File: src/rtl/guess_game_controller.sv
// Round sequencer for the number-guessing game: latches difficulty, captures the target, scores guesses.
// Optional best-score tracking is enabled by defining GUESS_GAME_BEST_SCORE_EN.
module guess_game_controller #(
  parameter int unsigned MAX_ATTEMPTS = 10,
  parameter int unsigned ATT_W        = 4
) (
  input  logic             clk,
  input  logic             reset,
  input  logic             start,
  input  logic [1:0]       difficulty_level,
  input  logic             guess_valid,
  input  logic [9:0]       guess,
  input  logic [9:0]       number_in,
  output logic [1:0]       gen_difficulty,
  output logic             busy,
  output logic             too_high,
  output logic             too_low,
  output logic             correct,
  output logic             out_of_range,
  output logic [ATT_W-1:0] attempts,
  output logic             win,
  output logic             lose,
`ifdef GUESS_GAME_BEST_SCORE_EN
  output logic [ATT_W-1:0] best_score,
`endif
  output logic [9:0]       target
);

  typedef enum logic [2:0] {IDLE, LOAD, PLAY, WIN, LOSE} state_t;

  state_t           state_q, state_d;
  logic [1:0]       diff_q, diff_d;
  logic [9:0]       target_q, target_d;
  logic [ATT_W-1:0] att_q, att_d, att_inc;
  logic             hi_q, hi_d, lo_q, lo_d, eq_q, eq_d, oor_q, oor_d;
  logic [9:0]       limit;

  always_ff @(posedge clk or posedge reset) begin
    if (reset) begin
      state_q  <= IDLE;
      diff_q   <= '0;
      target_q <= '0;
      att_q    <= '0;
      hi_q     <= 1'b0;
      lo_q     <= 1'b0;
      eq_q     <= 1'b0;
      oor_q    <= 1'b0;
    end else begin
      state_q  <= state_d;
      diff_q   <= diff_d;
      target_q <= target_d;
      att_q    <= att_d;
      hi_q     <= hi_d;
      lo_q     <= lo_d;
      eq_q     <= eq_d;
      oor_q    <= oor_d;
    end
  end

  always_comb begin
    state_d  = state_q;
    diff_d   = diff_q;
    target_d = target_q;
    att_d    = att_q;
    hi_d     = hi_q;
    lo_d     = lo_q;
    eq_d     = eq_q;
    oor_d    = oor_q;
    att_inc  = att_q + ATT_W'(1);
    case (diff_q)
      2'b01:   limit = 10'd9;
      2'b10:   limit = 10'd99;
      default: limit = 10'd999;
    endcase

    case (state_q)
      IDLE: begin
        if (start && difficulty_level != 2'b00) begin
          diff_d  = difficulty_level;
          state_d = LOAD;
        end
      end
      LOAD: begin
        target_d = number_in;
        att_d    = '0;
        hi_d     = 1'b0;
        lo_d     = 1'b0;
        eq_d     = 1'b0;
        oor_d    = 1'b0;
        state_d  = PLAY;
      end
      PLAY: begin
        // start is deliberately not examined here; only reset can abort a round
        if (guess_valid) begin
          if (guess > limit) begin
            oor_d = 1'b1;
            hi_d  = 1'b0;
            lo_d  = 1'b0;
            eq_d  = 1'b0;
          end else begin
            oor_d = 1'b0;
            hi_d  = guess > target_q;
            lo_d  = guess < target_q;
            eq_d  = guess == target_q;
            att_d = att_inc;
            if (guess == target_q)
              state_d = WIN;
            else if (att_inc == ATT_W'(MAX_ATTEMPTS))
              state_d = LOSE;
          end
        end
      end
      WIN, LOSE: begin
        if (start) begin
          if (difficulty_level != 2'b00) begin
            diff_d  = difficulty_level;
            state_d = LOAD;
          end else begin
            state_d = IDLE;
          end
        end
      end
      default: state_d = IDLE;
    endcase
  end

`ifdef GUESS_GAME_BEST_SCORE_EN
  logic [ATT_W-1:0] best_q, best_d;

  always_comb begin
    best_d = best_q;
    if (state_q == PLAY && state_d == WIN && (best_q == '0 || att_d < best_q))
      best_d = att_d;
  end

  always_ff @(posedge clk or posedge reset) begin
    if (reset) best_q <= '0;
    else       best_q <= best_d;
  end

  assign best_score = best_q;
`endif

  assign gen_difficulty = (state_q == IDLE) ? 2'b00 : diff_q;
  assign busy           = (state_q == LOAD) || (state_q == PLAY);
  assign win            = (state_q == WIN);
  assign lose           = (state_q == LOSE);
  assign target         = (state_q == WIN || state_q == LOSE) ? target_q : '0;
  assign too_high       = hi_q;
  assign too_low        = lo_q;
  assign correct        = eq_q;
  assign out_of_range   = oor_q;
  assign attempts       = att_q;

endmodule

File: config.mk
export PLATFORM = sky130hd
export DESIGN_NAME = guess_game_controller
export DESIGN_NICKNAME = d
export VERILOG_FILES = /design/src/rtl/guess_game_controller.sv
export SDC_FILE = /design/constraint.sdc
export NUM_CORES = 1
export LEC_CHECK = 0
export ABC_AREA = 1
export BUFFER_PORTS_ARGS = -buffer_cell sky130_fd_sc_hd__buf_2
export CAP_MARGIN = 20
export CORE_UTILIZATION = 45
export DETAILED_ROUTE_END_ITERATION = 8
export PLACE_DENSITY = 0.71
export SLEW_MARGIN = 20
export SYNTH_ARGS = -nofsm -noshare
export SYNTH_HDL_FRONTEND = slang
export SYNTH_SLANG_ARGS = --single-unit
File: constraint.sdc
create_clock -name clk -period 2.3 [get_ports clk]
set_clock_uncertainty 0.2 [all_clocks]
set_input_delay 0.23 -clock clk [delete_from_list [all_inputs] [get_ports clk]]
set_output_delay 0.23 -clock clk [all_outputs]
set_load 0.05 [all_outputs]
* Word-level counts from Yosys, hierarchy flattened
Cells that the tools add are included.
Widths: inputs -> output; s select.
** Word-level totals
- Bits in registers :: 23
- Input port bits :: 26
- Output and inout bits :: 23
- Logic and storage cells :: 68
** Operators by class
- $add $sub $neg :: 1
- Order comparisons :: 3
- Equal/unequal tests :: 14
- Multiplexer cells :: 30
- Reduce and logical (&&, ||, !) cells :: 12
** Operators with widths (count)
- $gt 10x10->1 :: 2
- $pmux 10 s2 :: 1
- $mux 3 :: 6
- $pmux 3 s4 :: 1
- $eq 10x10->1 :: 1
- $lt 10x10->1 :: 1
- $mux 10 :: 1
- $ne 2x2->1 const B :: 5
- $mux 1 :: 9
- $mux 2 :: 4
- $mux 4 :: 2
- $pmux 1 s2 :: 4
- $pmux 4 s2 :: 1
- $eq 3x2->1 const B :: 2
- $reduce_bool 2->1 :: 3
- $reduce_and 5->1 :: 1
- $add 4x1->4 const B :: 1
- $eq 4x4->1 const B :: 1
- $pmux 2 s2 :: 1
- $reduce_and 4->1 :: 1
- $eq 3x1->1 const B :: 1
- $eq 3x3->1 const B :: 1
- $logic_not 3->1 :: 1
- $ne 3x3->1 const B :: 1
- 7 further kinds :: 8

* Longest topological paths before layout
Gate-level depths: netlist (run 1).
- Word-level depth :: 7
- Mapped depth :: 14
- Mapped depth without buffers :: 14

* Worst setup path after synthesis (run 1)
OpenSTA, ideal clock, no wires.
- Path type :: register -> register
- Start point :: register diff_q[0]
- End point :: register att_q[0], in the netlist attempts[0]
- Arrival :: 1.772 ns
- Required time :: 2.035 ns
- Path slack :: 0.262 ns
- Cell stages (with the launch flop) :: 12
- Clock period less this slack :: 2.038 ns
- Cell sequence :: dfrtp_1 -> ha_1 -> inv_1 -> ha_1 -> nand3_1 -> nor2_2 -> nand3_1 -> nand3_1 -> nand3_2 -> nand2_2 -> nand2_1 -> nand2_1
** Between the ends
- Cells in the longest elaborated chain, start to end :: 5
- Elaborated cells between the ends (all ways) :: 6
- Classes of those cells :: order compare (1); eq/ne (3); mux (1); reduce/logical (1)
** RTL lines
- from (decl) :: RTL line 32 : logic [1:0] diff_q, diff_d;
- from (signal assigned) :: RTL line 50 : diff_q <= diff_d;
- $eq 2x2->1 / $eq 2x1->1 (equally long branches) :: RTL line 70 : case (diff_q)
- $pmux 10 s2 (*) :: RTL line 70
- $gt 10x10->1 (*) :: RTL line 95 : if (guess > limit) begin
- $ne 2x2->1 (no line) (*)
- $reduce_and 3->1 (no line) (*)
- to (signal assigned) :: RTL line 52 : att_q <= att_d;
- to (decl) :: RTL line 34 : logic [ATT_W-1:0] att_q, att_d, att_inc;
Every way passes the cells marked *; elsewhere a longest branch is shown, timed or not.
A chain may end at the register's enable or synchronous reset.

* Worst setup path after layout (run 1)
- Start point :: register diff_q[0]
- End point :: register att_q[1], in the netlist attempts[1]
The elaborated chain is that of the path after synthesis.

==> summary.txt, run 1 <==
Outcome
  – Status: completed

STA
  – Count of final setup violators: 0
  – Final Hold Violating Endpoints: 0
  – Slew @ Worst Pin: around 360 ps
  – Minimum clock period: 2200 ps
  – Hold slack: about 11 ps
  – Period utilization: 0.958
  – Final Slew Violations: 0
  – Max-slew headroom: 0.756
  – Max Fclk: 454 MHz

Layout
  – Fillcell total: 319
  – Area Overhead vs Synth: 31.8%
  – Design area: 2160 sq um
  – Commonest non-fill, non-tap cell in the layout: nand2_1
  – Commonest cells after routing, fill and taps aside: 63 x nand2_1, 46 x buf_2, 32 x inv_1
  – Ant diodes: 0
  – Seq. cell area: 576 sq um
  – Layout Nets: around 340
  – Multi-input gate area: 978 sq um
  – Layout cells sized above 1: 0.247
  – Core Util, Final: 0.633

Setup path
  – Worst path top cell family by delay: simple AND/OR/NAND/NOR gates
  – CP Cell Sequence: ha_1 -> inv_2 -> ha_4 -> a21oi_1 -> nand2_1 -> nor2_1 -> nand3_2 -> nand3_4 -> nand2_2 -> nand2_1 -> nand2_1
  – Most used cell, CP: nand2_1
  – Slowest stage delay, CP: roughly 440 ps
  – Worst reg-to-reg setup slack: 100 ps
  – Worst Path Required: approximately 2300 ps
  – Worst path bufs/invs: 1
  – WS Path Type: register to register
  – Slowest-stage cell, CP: dfrtp_1
  – Worst path depth: 11
  – Crit end category: register
  – Reg-to-Reg Start: diff_q[0]$_DFFE_PP0P_
  – CP arrival: about 2200 ps
  – R2R Path End: attempts[1]$_DFFE_PP0P_
  – Worst setup SP type: register
  – Worst Reg-to-Reg Cells: 11
  – Worst-path fanout max: 7

Route
  – Routed vias: roughly 1,600
  – Post-DR vias/cell: 4.72
  – 1st-pass router iterations: 4
  – Drt drc: 0
  – Routed WL: approximately 3800 microns
  – Post-DRT Antenna Nets: 0
  – Initial drt markers: 55
  – Per-cell routed wire length: 11.2 microns

CTS
  – H-tree depth: 1
  – CTS clock-pin slew for the worst setup and hold paths: about 120 ps
  – Clk root buf: clkbuf_4
  – CTS tree: built
  – Max Root-Sink Buffers: 2
  – CTS Sinks: 23
  – CTS Buf Count: 3
  – Worst-Skew Late Latency: roughly 320 ps

Placement
  – HPWL Detailed: 2950 microns
  – GP Congestion: 0.786
  – Placed cell area: ~2000 sq um
  – I/O Buffers: between 40 and 50

Power
  – Clock share of power: 0.074
  – Sw Share: 0.547
  – NetSw: ~1.4 mW
  – Leak: approximately 1.2 nW
  – Power density over the cells: roughly 1200 nW/um^2
  – Maximum VDD drop: around 0.80 mV
  – Total Power: between 2 and 3 mW
  – Comb pwr share: 0.679
  – Flop pwr share: 0.247
  – Power Internal: 1.17 mW

Synth
  – Ys Warns: 0
  – Mapped Cells: 230
  – Top post-synthesis cells by area: dfrtp_1 35%, ha_1 15%, nand2_1 15%
  – Syn Nets: between 200 and 300
  – Post-synth cell types: 24
  – Cell taking the most area after synthesis: dfrtp_1
  – Register area share after synthesis: 0.351
  – Top-area cell type share of the netlist area: 0.351
  – Seq cells post-synth: 23
  – Cell area after synthesis: about 1600 sq um
  – Post-synthesis area per instance: around 7 sq um

Global route
  – Number of global-route vias before repair: ~1,500
  – GRT overflow: 0
  – M1 GR Usage: 0.299
  – First-pass GRT wire length: approximately 6700 microns
  – Tot GR Track Use: 0.214
  – GRT met2 Usage: 0.346
  – Largest net degree at the start of global routing: 24
  – Initial antenna violation count: 0
  – GR peak layer: met2
  – Met3 global-route usage: 0.0219

Floorplan
  – Initial core utilization: 0.481
  – Core Rows: 21
  – Full die area: between 3000 and 4000 sq um
  – Chip height: 62.4 microns
  – Die Wd: 62.4 microns
  – CORE AREA: 3420 sq um
  – Top-level port count: 49

Hold path
  – Worst min-delay path class: primary input to register
  – Worst hold endpoint: diff_q[1]$_DFFE_PP0P_
  – WHS Path Cells: 3
  – Min-delay src: difficulty_level[1]

Job
  – Number of max-cap violations: 0
## registers in the layout, indices dropped and copies added (netlist names)
signal,count
diff_q,2
attempts,4
too_low,1
too_high,1
correct,1
target_q,10
out_of_range,1
state_q,3
## worst min-delay path: stages
cell	delay (ps)
buf_2	110
inv_1	60
o21ai_0	90
## cell families after synthesis
| kind of cell | after synthesis | share of synthesized area |
|---|---|---|
| DFF | 23 | 0.351 |
| and+or+nand+nor | 117 | 0.300 |
| AOI/OAI and AO/OA | 29 | 0.0960 |
| xor gates and xnor gates | 2 | 0.0107 |
| buffers and inverters | 39 | 0.0899 |
| adders and majority gates | 20 | 0.152 |
## metal layers
layer,wire length (microns),vias to the layer above
li1,-,862
met2,1760,31
met4,41,0
met5,0,-
met3,125,5
met1,1890,710
## layout make-up
cell class | count | area share
multi-input cells | 168 | 0.452
flip-flops and latches | 23 | 0.266
repair buffers | 63 | 0.178
inverters | 37 | 0.0648
well taps | 46 | 0.0266
clock buffers | 4 | 0.0121
## how the worst max path moves through the flow
stage                           startpoint                 endpoint
floorplan            diff_q[0]$_DFFE_PP0P_  attempts[0]$_DFFE_PP0P_
global placement     diff_q[0]$_DFFE_PP0P_   state_q[0]$_DFFE_PP0P_
detailed placement   diff_q[0]$_DFFE_PP0P_   state_q[2]$_DFFE_PP0P_
CTS                  diff_q[0]$_DFFE_PP0P_   state_q[2]$_DFFE_PP0P_
global route        state_q[1]$_DFFE_PP0P_                target[3]
finish               diff_q[0]$_DFFE_PP0P_  attempts[1]$_DFFE_PP0P_
## Yosys cell counts
cell type and instances:
clkbuf_1 1, o21ai_1 2, nand4_1 3, nor3_1 1, o21a_1 1, nand2_1 65
clkinv_1 1, xor2_1 1, nor2_2 2, o21ai_0 16, nand3_1 14, nand3b_1 2
ha_1 20, inv_1 34, nand3_2 2, o211ai_1 3, dfrtp_1 23, a21oi_1 6
buf_2 1, nor2_1 27, o31ai_1 1, nand2_2 1, inv_2 2, xnor2_1 1
## stage by stage
step | TNS, ps | setup WS [ps] | std cells
after floorplan | 0 | 262 | 230
after global placement | 0 | 154 | 325
after detailed placement | 0 | 66.7 | 325
after CTS | 0 | 40.2 | 340
after global routing | -15.5 | -13.6 | 341
final | 0 | 95.7 | 341
## power groups by stage
stage	registers [mW]	logic [mW]	clock network, mW
after global routing	0.664	1.99	0.213
after CTS	0.637	1.64	0.201
after detailed placement	0.645	1.62	0
after floorplan	0.727	1.16	0
final	0.641	1.76	0.193
after global placement	0.642	1.60	0
## timing repair
action | CTS | global route
resized for setup | 1 | 14
setup buffers | 0 | 1
pin swaps | 0 | 5
endpoints found under the hold margin | 33 | 0
setup endpoints to repair | 10 | 13
hold buffers | 11 | 0
(Power assumes the default switching activity.)
==> run 2: changes to the inputs <==
==> constraint.sdc (replaced) <==
create_clock -name clk -period 2.2 [get_ports clk]
set_clock_uncertainty 0.2 [all_clocks]
set_input_delay 0.22 -clock clk [delete_from_list [all_inputs] [get_ports clk]]
set_output_delay 0.22 -clock clk [all_outputs]
set_load 0.05 [all_outputs]
==> run 2 against run 1 <==
  * The flow now finishes with violations (negative hold slack)
  * Power is 16% higher
  * Sequential power up 5.0%
  * Clock-buffer cell count unchanged
  * Clock power up 5%
  * Highest routed layer unchanged
  * Critical path type unchanged
==> summary.txt, run 2 (synthesis results as in run 1) <==
STA
  – Final Slew Violations: 0 (unchanged)
  – Minimum clock period: 2200 ps (about the same)
  – Period utilization: 0.999 (was 0.958)
  – Final Hold Violating Endpoints: 2 (was 0)
  – Max Fclk: 455 MHz (was 454 MHz)
  – RSZ-0062 raised after global routing: true
  – Count of final setup violators: 0 (unchanged)
  – Max-slew headroom: 0.763 (was 0.756)
  – Hold slack: -8.66 ps (was 10.8 ps)
  – Slew @ Worst Pin: 352 ps (was 362 ps)

Layout
  – Layout cells sized above 1: 0.282 (was 0.247)
  – Ant diodes: 0 (unchanged)
  – Commonest non-fill, non-tap cell in the layout: nand2_1 (unchanged)
  – Fillcell total: 312 (was 319)
  – Layout Nets: 345 (was 342)
  – Number of flip-flops in the largest register: 10 (unchanged)
  – Top reg by flops: target_q (unchanged)
  – Area Overhead vs Synth: 38.9% (was 31.8%)
  – Commonest cells after routing, fill and taps aside: 62 x nand2_1, 45 x buf_2, 32 x inv_1 (was 63 x nand2_1, 46 x buf_2, 32 x inv_1)
  – Design area: 2280 sq um (was 2160 sq um)

Setup path
  – Critical Path End: attempts[2]$_DFFE_PP0P_ (was attempts[1]$_DFFE_PP0P_)
  – Crit end category: register (unchanged)
  – CP startpoint: diff_q[0]$_DFFE_PP0P_ (unchanged)
  – Worst path top cell family by delay: simple AND/OR/NAND/NOR gates (unchanged)
  – Worst-path fanout max: 7 (unchanged)
  – Reg-to-Reg Start: diff_q[0]$_DFFE_PP0P_ (unchanged)
  – Slowest-stage cell, CP: dfrtp_1 (unchanged)
  – Slowest stage delay, CP: 450 ps (was 440 ps)
  – Worst Reg-to-Reg Cells: 10 (was 11)
  – CP Cell Sequence: ha_4 -> inv_6 -> ha_4 -> nand3_4 -> nor2_4 -> nand4_1 -> nand3_4 -> nand2_2 -> nand2_1 -> nand2_1 (was ha_1 -> inv_2 -> ha_4 -> a21oi_1 -> nand2_1 -> nor2_1 -> nand3_2 -> nand3_4 -> nand2_2 -> nand2_1 -> nand2_1)
  – CP arrival: 2220 ps (was 2210 ps)
  – WS Path Type: register to register (unchanged)
  – R2R Path End: attempts[2]$_DFFE_PP0P_ (was attempts[1]$_DFFE_PP0P_)
  – Worst setup SP type: register (unchanged)
  – Worst reg-to-reg setup slack: 3 ps (was 100 ps)
  – Worst path bufs/invs: 1 (unchanged)
  – Worst path depth: 10 (was 11)
  – Worst Path Required: 2220 ps (was 2310 ps)

Power
  – Power density over the cells: 1330 nW/um^2 (was 1200 nW/um^2)
  – Total Power: 3.02 mW (was 2.60 mW)
  – Leak: 1.25 nW (was 1.23 nW)
  – Maximum VDD drop: 0.720 mV (was 0.801 mV)

Route
  – Per-cell routed wire length: 12.2 microns (was 11.2 microns)
  – Post-DR vias/cell: 4.90 (was 4.72)
  – Drt drc: 0 (unchanged)
  – 1st-pass router iterations: 4 (unchanged)
  – Initial drt markers: 92 (was 55)
  – Post-DRT Antenna Nets: 0 (unchanged)
  – Routed vias: 1,685 (was 1,608)
  – Routed WL: 4190 microns (was 3810 microns)

CTS
  – Worst-Skew Late Latency: 320 ps (about the same)
  – H-tree depth: 1 (unchanged)
  – CTS Buf Count: 3 (unchanged)
  – CTS Sinks: 23 (unchanged)
  – Max Root-Sink Buffers: 2 (unchanged)
  – CTS tree: built (unchanged)
  – Clk root buf: clkbuf_4 (unchanged)
  – CTS clock-pin slew for the worst setup and hold paths: 120 ps (about the same)

Floorplan
  – Initial core utilization: 0.481 (unchanged)
  – Full die area: 3890 sq um (unchanged)
  – Top-level port count: 49 (unchanged)
  – CORE AREA: 3420 sq um (unchanged)
  – Die Wd: 62.4 microns (unchanged)
  – Core Rows: 21 (unchanged)
  – Chip height: 62.4 microns (unchanged)

Global route
  – Largest net degree at the start of global routing: 24 (unchanged)
  – Tot GR Track Use: 0.213 (was 0.214)
  – Initial antenna violation count: 0 (unchanged)
  – First-pass GRT wire length: 6720 microns (was 6670 microns)
  – GRT overflow: 0 (unchanged)
  – Number of global-route vias before repair: 1,559 (was 1,535)

Hold path
  – Worst min-delay path class: primary input to register (unchanged)
  – Min-delay src: difficulty_level[1] (unchanged)

Outcome
  – Status: complete, but fails checks (was completed)
  – Failing checks: negative hold slack

Placement
  – Placed cell area: 1980 sq um (was 1960 sq um)
  – I/O Buffers: 48 (unchanged)
  – HPWL Detailed: 2980 microns (was 2950 microns)
  – GP Congestion: 0.815 (was 0.786)

Job
  – Number of max-cap violations: 0 (unchanged)
## run 2: changes by cell type in the layout (fill, tap and decap cells not counted), moves of 2 or more
cell | before | now
ha_1 | 18 | 14
buf_4 | 4 | 7
ha_4 | 2 | 6
nand2_4 | 0 | 2
## run 2: layout make-up
class | instances | area, sq um | area share
timing repair buffer | 66 | 414 | 0.182
sequential | 23 | 576 | 0.252
tap | 46 | 57.6 | 0.0252
clock buffer | 4 | 26.3 | 0.0115
multi-input combinational | 168 | 1060 | 0.465
inverter | 37 | 146 | 0.0642
## run 2: worst min-delay path by stage
stage,cells after the start,to
2_1_floorplan,1,attempts[0]$_DFFE_PP0P_
3_3_place_gp,3,too_low$_DFFE_PP0P_
3_5_place_dp,3,too_high$_DFFE_PP0P_
4_1_cts,3,diff_q[1]$_DFFE_PP0P_
5_1_grt,3,diff_q[1]$_DFFE_PP0P_
6_report,3,diff_q[1]$_DFFE_PP0P_
## run 2: where the power goes
| part | switching, mW | internal, mW | leakage, nW | total (mW) |
|---|---|---|---|---|
| Clock | 0.131 | 0.0710 | 0.0150 | 0.202 |
| Combinational | 1.41 | 0.739 | 0.937 | 2.15 |
| Sequential | 0.0929 | 0.580 | 0.297 | 0.673 |
| Total | 1.63 | 1.39 | 1.25 | 3.02 |
## run 2: metrics by stage
step	instances	worst slack [ps]	utilization	TNS, ps
after floorplan	230	162	-	0
after global placement	328	77.8	0.580	0
after detailed placement	328	5.89	0.580	0
after CTS	343	5.96	0.621	0
after global routing	344	-109	0.667	-752
final	344	2.61	0.667	0
## run 2: worst register-to-register path, cell delays in order, from the launching register on
cell     delay (ps)
dfrtp_1         450
ha_4            310
inv_6            50
ha_4            280
nand3_4          90
nor2_4          100
nand4_1         230
nand3_4         180
nand2_2          90
nand2_1          70
nand2_1          60
## run 2: timing repair
| item | 4_1_cts | 5_1_grt |
|---|---|---|
| resized for setup | 3 | 28 |
| pin swaps | 1 | 11 |
| hold endpoints to repair | 33 | 0 |
| endpoints found under the setup margin | 16 | 21 |
| setup buffers | 0 | 1 |
| cloned | 0 | 0 |
| hold buffers | 11 | 0 |
## run 2: routing by layer
layer / vias up / track usage / wire length, microns
met4: 0 / 0.0494 / 40
met3: 6 / 0.0237 / 107
met1: 784 / 0.303 / 2030
met2: 26 / 0.345 / 2010
met5: - / 0 / 0
li1: 869 / - / -
==> run 3: changes to the inputs <==
--- a/config.mk
+++ b/config.mk
@@ -10,6 +10,7 @@
 export CAP_MARGIN = 20
 export CORE_UTILIZATION = 45
 export DETAILED_ROUTE_END_ITERATION = 8
+export MAX_ROUTING_LAYER = met4
 export PLACE_DENSITY = 0.71
 export SLEW_MARGIN = 20
 export SYNTH_ARGS = -nofsm -noshare
==> run 3 against run 2 <==
  * The run now ends clean
  * Combinational power about the same
  * Wire length shrank 0.31%
  * Register-to-register slack is essentially flat
  * Core utilization stayed put
  * Via count down 0.30%
  * Sequential power is essentially flat
  * Flip-flop and latch count unchanged
  * Maximum frequency is essentially flat
  * Highest routed layer unchanged
==> summary.txt, run 3 (synthesis results as in run 1) <==
Outcome
  – Status: completed (was complete, but fails checks)

Setup path
  – Worst path bufs/invs: 1 (unchanged)
  – Worst Reg-to-Reg Cells: 10 (unchanged)
  – CP Cell Sequence: ha_4 -> inv_6 -> ha_4 -> nand3_4 -> nor2_4 -> nand4_1 -> nand3_4 -> nand2_2 -> nand2_1 -> nand2_1 (unchanged)
  – Worst path top cell family by delay: simple AND/OR/NAND/NOR gates (unchanged)
  – Worst-path fanout max: 7 (unchanged)
  – Worst path depth: 10 (unchanged)
  – Slowest stage delay, CP: 450 ps (about the same)
  – Worst Path Required: 2210 ps (was 2220 ps)
  – Critical Path End: attempts[2]$_DFFE_PP0P_ (unchanged)
  – CP startpoint: diff_q[0]$_DFFE_PP0P_ (unchanged)
  – Reg-to-Reg Start: diff_q[0]$_DFFE_PP0P_ (unchanged)
  – Crit end category: register (unchanged)
  – CP arrival: 2200 ps (was 2220 ps)
  – Worst setup SP type: register (unchanged)
  – WS Path Type: register to register (unchanged)
  – Worst reg-to-reg setup slack: 5 ps (was 3 ps)
  – R2R Path End: attempts[2]$_DFFE_PP0P_ (unchanged)
  – Slowest-stage cell, CP: dfrtp_1 (unchanged)

Global route
  – Largest net degree at the start of global routing: 24 (unchanged)
  – Number of global-route vias before repair: 1,555 (was 1,559)
  – GRT overflow: 0 (unchanged)
  – Initial antenna violation count: 0 (unchanged)
  – First-pass GRT wire length: 6730 microns (was 6720 microns)
  – Tot GR Track Use: 0.219 (was 0.213)

STA
  – Period utilization: 0.998 (was 0.999)
  – Setup TNS: 0 ps (unchanged)
  – Final Hold Violating Endpoints: 0 (was 2)
  – Final worst slack: 4.62 ps (was 2.61 ps)
  – Minimum clock period: 2200 ps (about the same)
  – Slew @ Worst Pin: 352 ps (about the same)
  – Max Fclk: 456 MHz (was 455 MHz)
  – Max-slew headroom: 0.763 (unchanged)
  – Count of final setup violators: 0 (unchanged)
  – Final Slew Violations: 0 (unchanged)
  – RSZ-0062 raised after global routing: true (unchanged)

Floorplan
  – CORE AREA: 3420 sq um (unchanged)
  – Initial core utilization: 0.481 (unchanged)
  – Core Rows: 21 (unchanged)
  – Full die area: 3890 sq um (unchanged)
  – Top-level port count: 49 (unchanged)
  – Die Wd: 62.4 microns (unchanged)
  – Chip height: 62.4 microns (unchanged)

CTS
  – Worst-Skew Late Latency: 310 ps (was 320 ps)
  – Clk root buf: clkbuf_4 (unchanged)
  – Max Root-Sink Buffers: 2 (unchanged)
  – CTS Buf Count: 3 (unchanged)
  – H-tree depth: 1 (unchanged)
  – CTS Sinks: 23 (unchanged)
  – CTS tree: built (unchanged)
  – CTS clock-pin slew for the worst setup and hold paths: 120 ps (about the same)

Route
  – Drt drc: 0 (unchanged)
  – Initial drt markers: 107 (was 92)
  – 1st-pass router iterations: 4 (unchanged)
  – Post-DR vias/cell: 4.88 (was 4.90)
  – Routed vias: 1,680 (was 1,685)
  – Per-cell routed wire length: 12.1 microns (was 12.2 microns)
  – Post-DRT Antenna Nets: 0 (unchanged)
  – Routed WL: 4180 microns (was 4190 microns)

Layout
  – Commonest cells after routing, fill and taps aside: 62 x nand2_1, 45 x buf_2, 32 x inv_1 (unchanged)
  – Area Overhead vs Synth: 38.9% (unchanged)
  – Post-Layout Cell Count: 344 (unchanged)
  – Ant diodes: 0 (unchanged)
  – Layout cells sized above 1: 0.282 (unchanged)
  – Fillcell total: 312 (unchanged)
  – Core Util, Final: 0.667 (unchanged)
  – Commonest non-fill, non-tap cell in the layout: nand2_1 (unchanged)
  – Top reg by flops: target_q (unchanged)
  – Design area: 2280 sq um (unchanged)
  – Number of flip-flops in the largest register: 10 (unchanged)
  – Layout Nets: 345 (unchanged)

Power
  – Sw Share: 0.539 (was 0.540)
  – Power Internal: 1.39 mW (about the same)
  – Comb pwr share: 0.712 (was 0.710)
  – NetSw: 1.63 mW (about the same)
  – Clock share of power: 0.065 (was 0.067)
  – Power density over the cells: 1320 nW/um^2 (was 1330 nW/um^2)
  – Leak: 1.25 nW (unchanged)
  – Flop pwr share: 0.223 (about the same)
  – Maximum VDD drop: 0.722 mV (was 0.720 mV)

Job
  – Number of max-cap violations: 0 (unchanged)

Hold path
  – Worst min-delay path class: primary input to register (unchanged)
  – WHS Path Cells: 3 (unchanged)

Placement
  – Placed cell area: 1980 sq um (unchanged)
  – Post-Place Cells: 328 (unchanged)
  – HPWL Detailed: 2980 microns (unchanged)
  – I/O Buffers: 48 (unchanged)
  – Place WS: 5.89 ps (unchanged)
  – GP Congestion: 0.827 (was 0.815)
## run 3: cell counts in the layout (fill, tap and decap cells not counted)
Identical to the previous run, type by type.
## run 3: power by group through the flow
stage	clock, mW	sequential, mW	combinational, mW
floorplan	0	0.760	1.21
global placement	0	0.665	1.69
detailed placement	0	0.669	1.72
CTS	0.200	0.660	1.76
global route	0.219	0.692	2.38
finish	0.197	0.672	2.15
## run 3: what timing repair did
item                                    in CTS  in global routing
gates cloned                                 0                  0
hold endpoints to repair                    33                  0
setup buffers                                0                  1
pin swaps                                    1                 11
endpoints found under the setup margin      16                 21
hold buffers                                11                  0
resized for setup                            3                 28
## run 3: how the worst min path moves through the flow
stage	startpoint	slack [ps]	to
2_1_floorplan	reset	20	attempts[0]$_DFFE_PP0P_
3_3_place_gp	reset	70	too_low$_DFFE_PP0P_
3_5_place_dp	reset	70	too_high$_DFFE_PP0P_
4_1_cts	difficulty_level[1]	2	diff_q[1]$_DFFE_PP0P_
5_1_grt	difficulty_level[1]	20	diff_q[1]$_DFFE_PP0P_
6_report	difficulty_level[1]	1	diff_q[1]$_DFFE_PP0P_
## run 3: final cells by class
| type | count | area [sq um] | area share |
|---|---|---|---|
| clock buffers | 4 | 26.3 | 0.0115 |
| inverters | 37 | 146 | 0.0642 |
| flip-flops and latches | 23 | 576 | 0.252 |
| multi-input cells | 168 | 1060 | 0.465 |
| well taps | 46 | 57.6 | 0.0252 |
| repair buffers | 66 | 414 | 0.182 |
## run 3: metrics by stage
stage          total power [mW]  hold WS [ps]
4_1_cts                    2.62          1.96
5_1_grt                    3.29          20.3
6_report                   3.02          1.47
3_5_place_dp               2.39          74.8
2_1_floorplan              1.97          21.9
3_3_place_gp               2.36          73.0
## run 3: tightest hold or removal path: stages
cell	delay [ps]
buf_2	100
inv_1	60
o21ai_0	90
## run 3: routing by layer
| layer | part of all wire | vias to the layer above | GRT usage |
|---|---|---|---|
| li1 | - | 869 | - |
| met2 | 0.48 | 32 | 0.345 |
| met1 | 0.48 | 775 | 0.304 |
| met4 | 0.0050 | 0 | 0.0494 |
| met3 | 0.029 | 4 | 0.0219 |
| met5 | 0 | - | - |
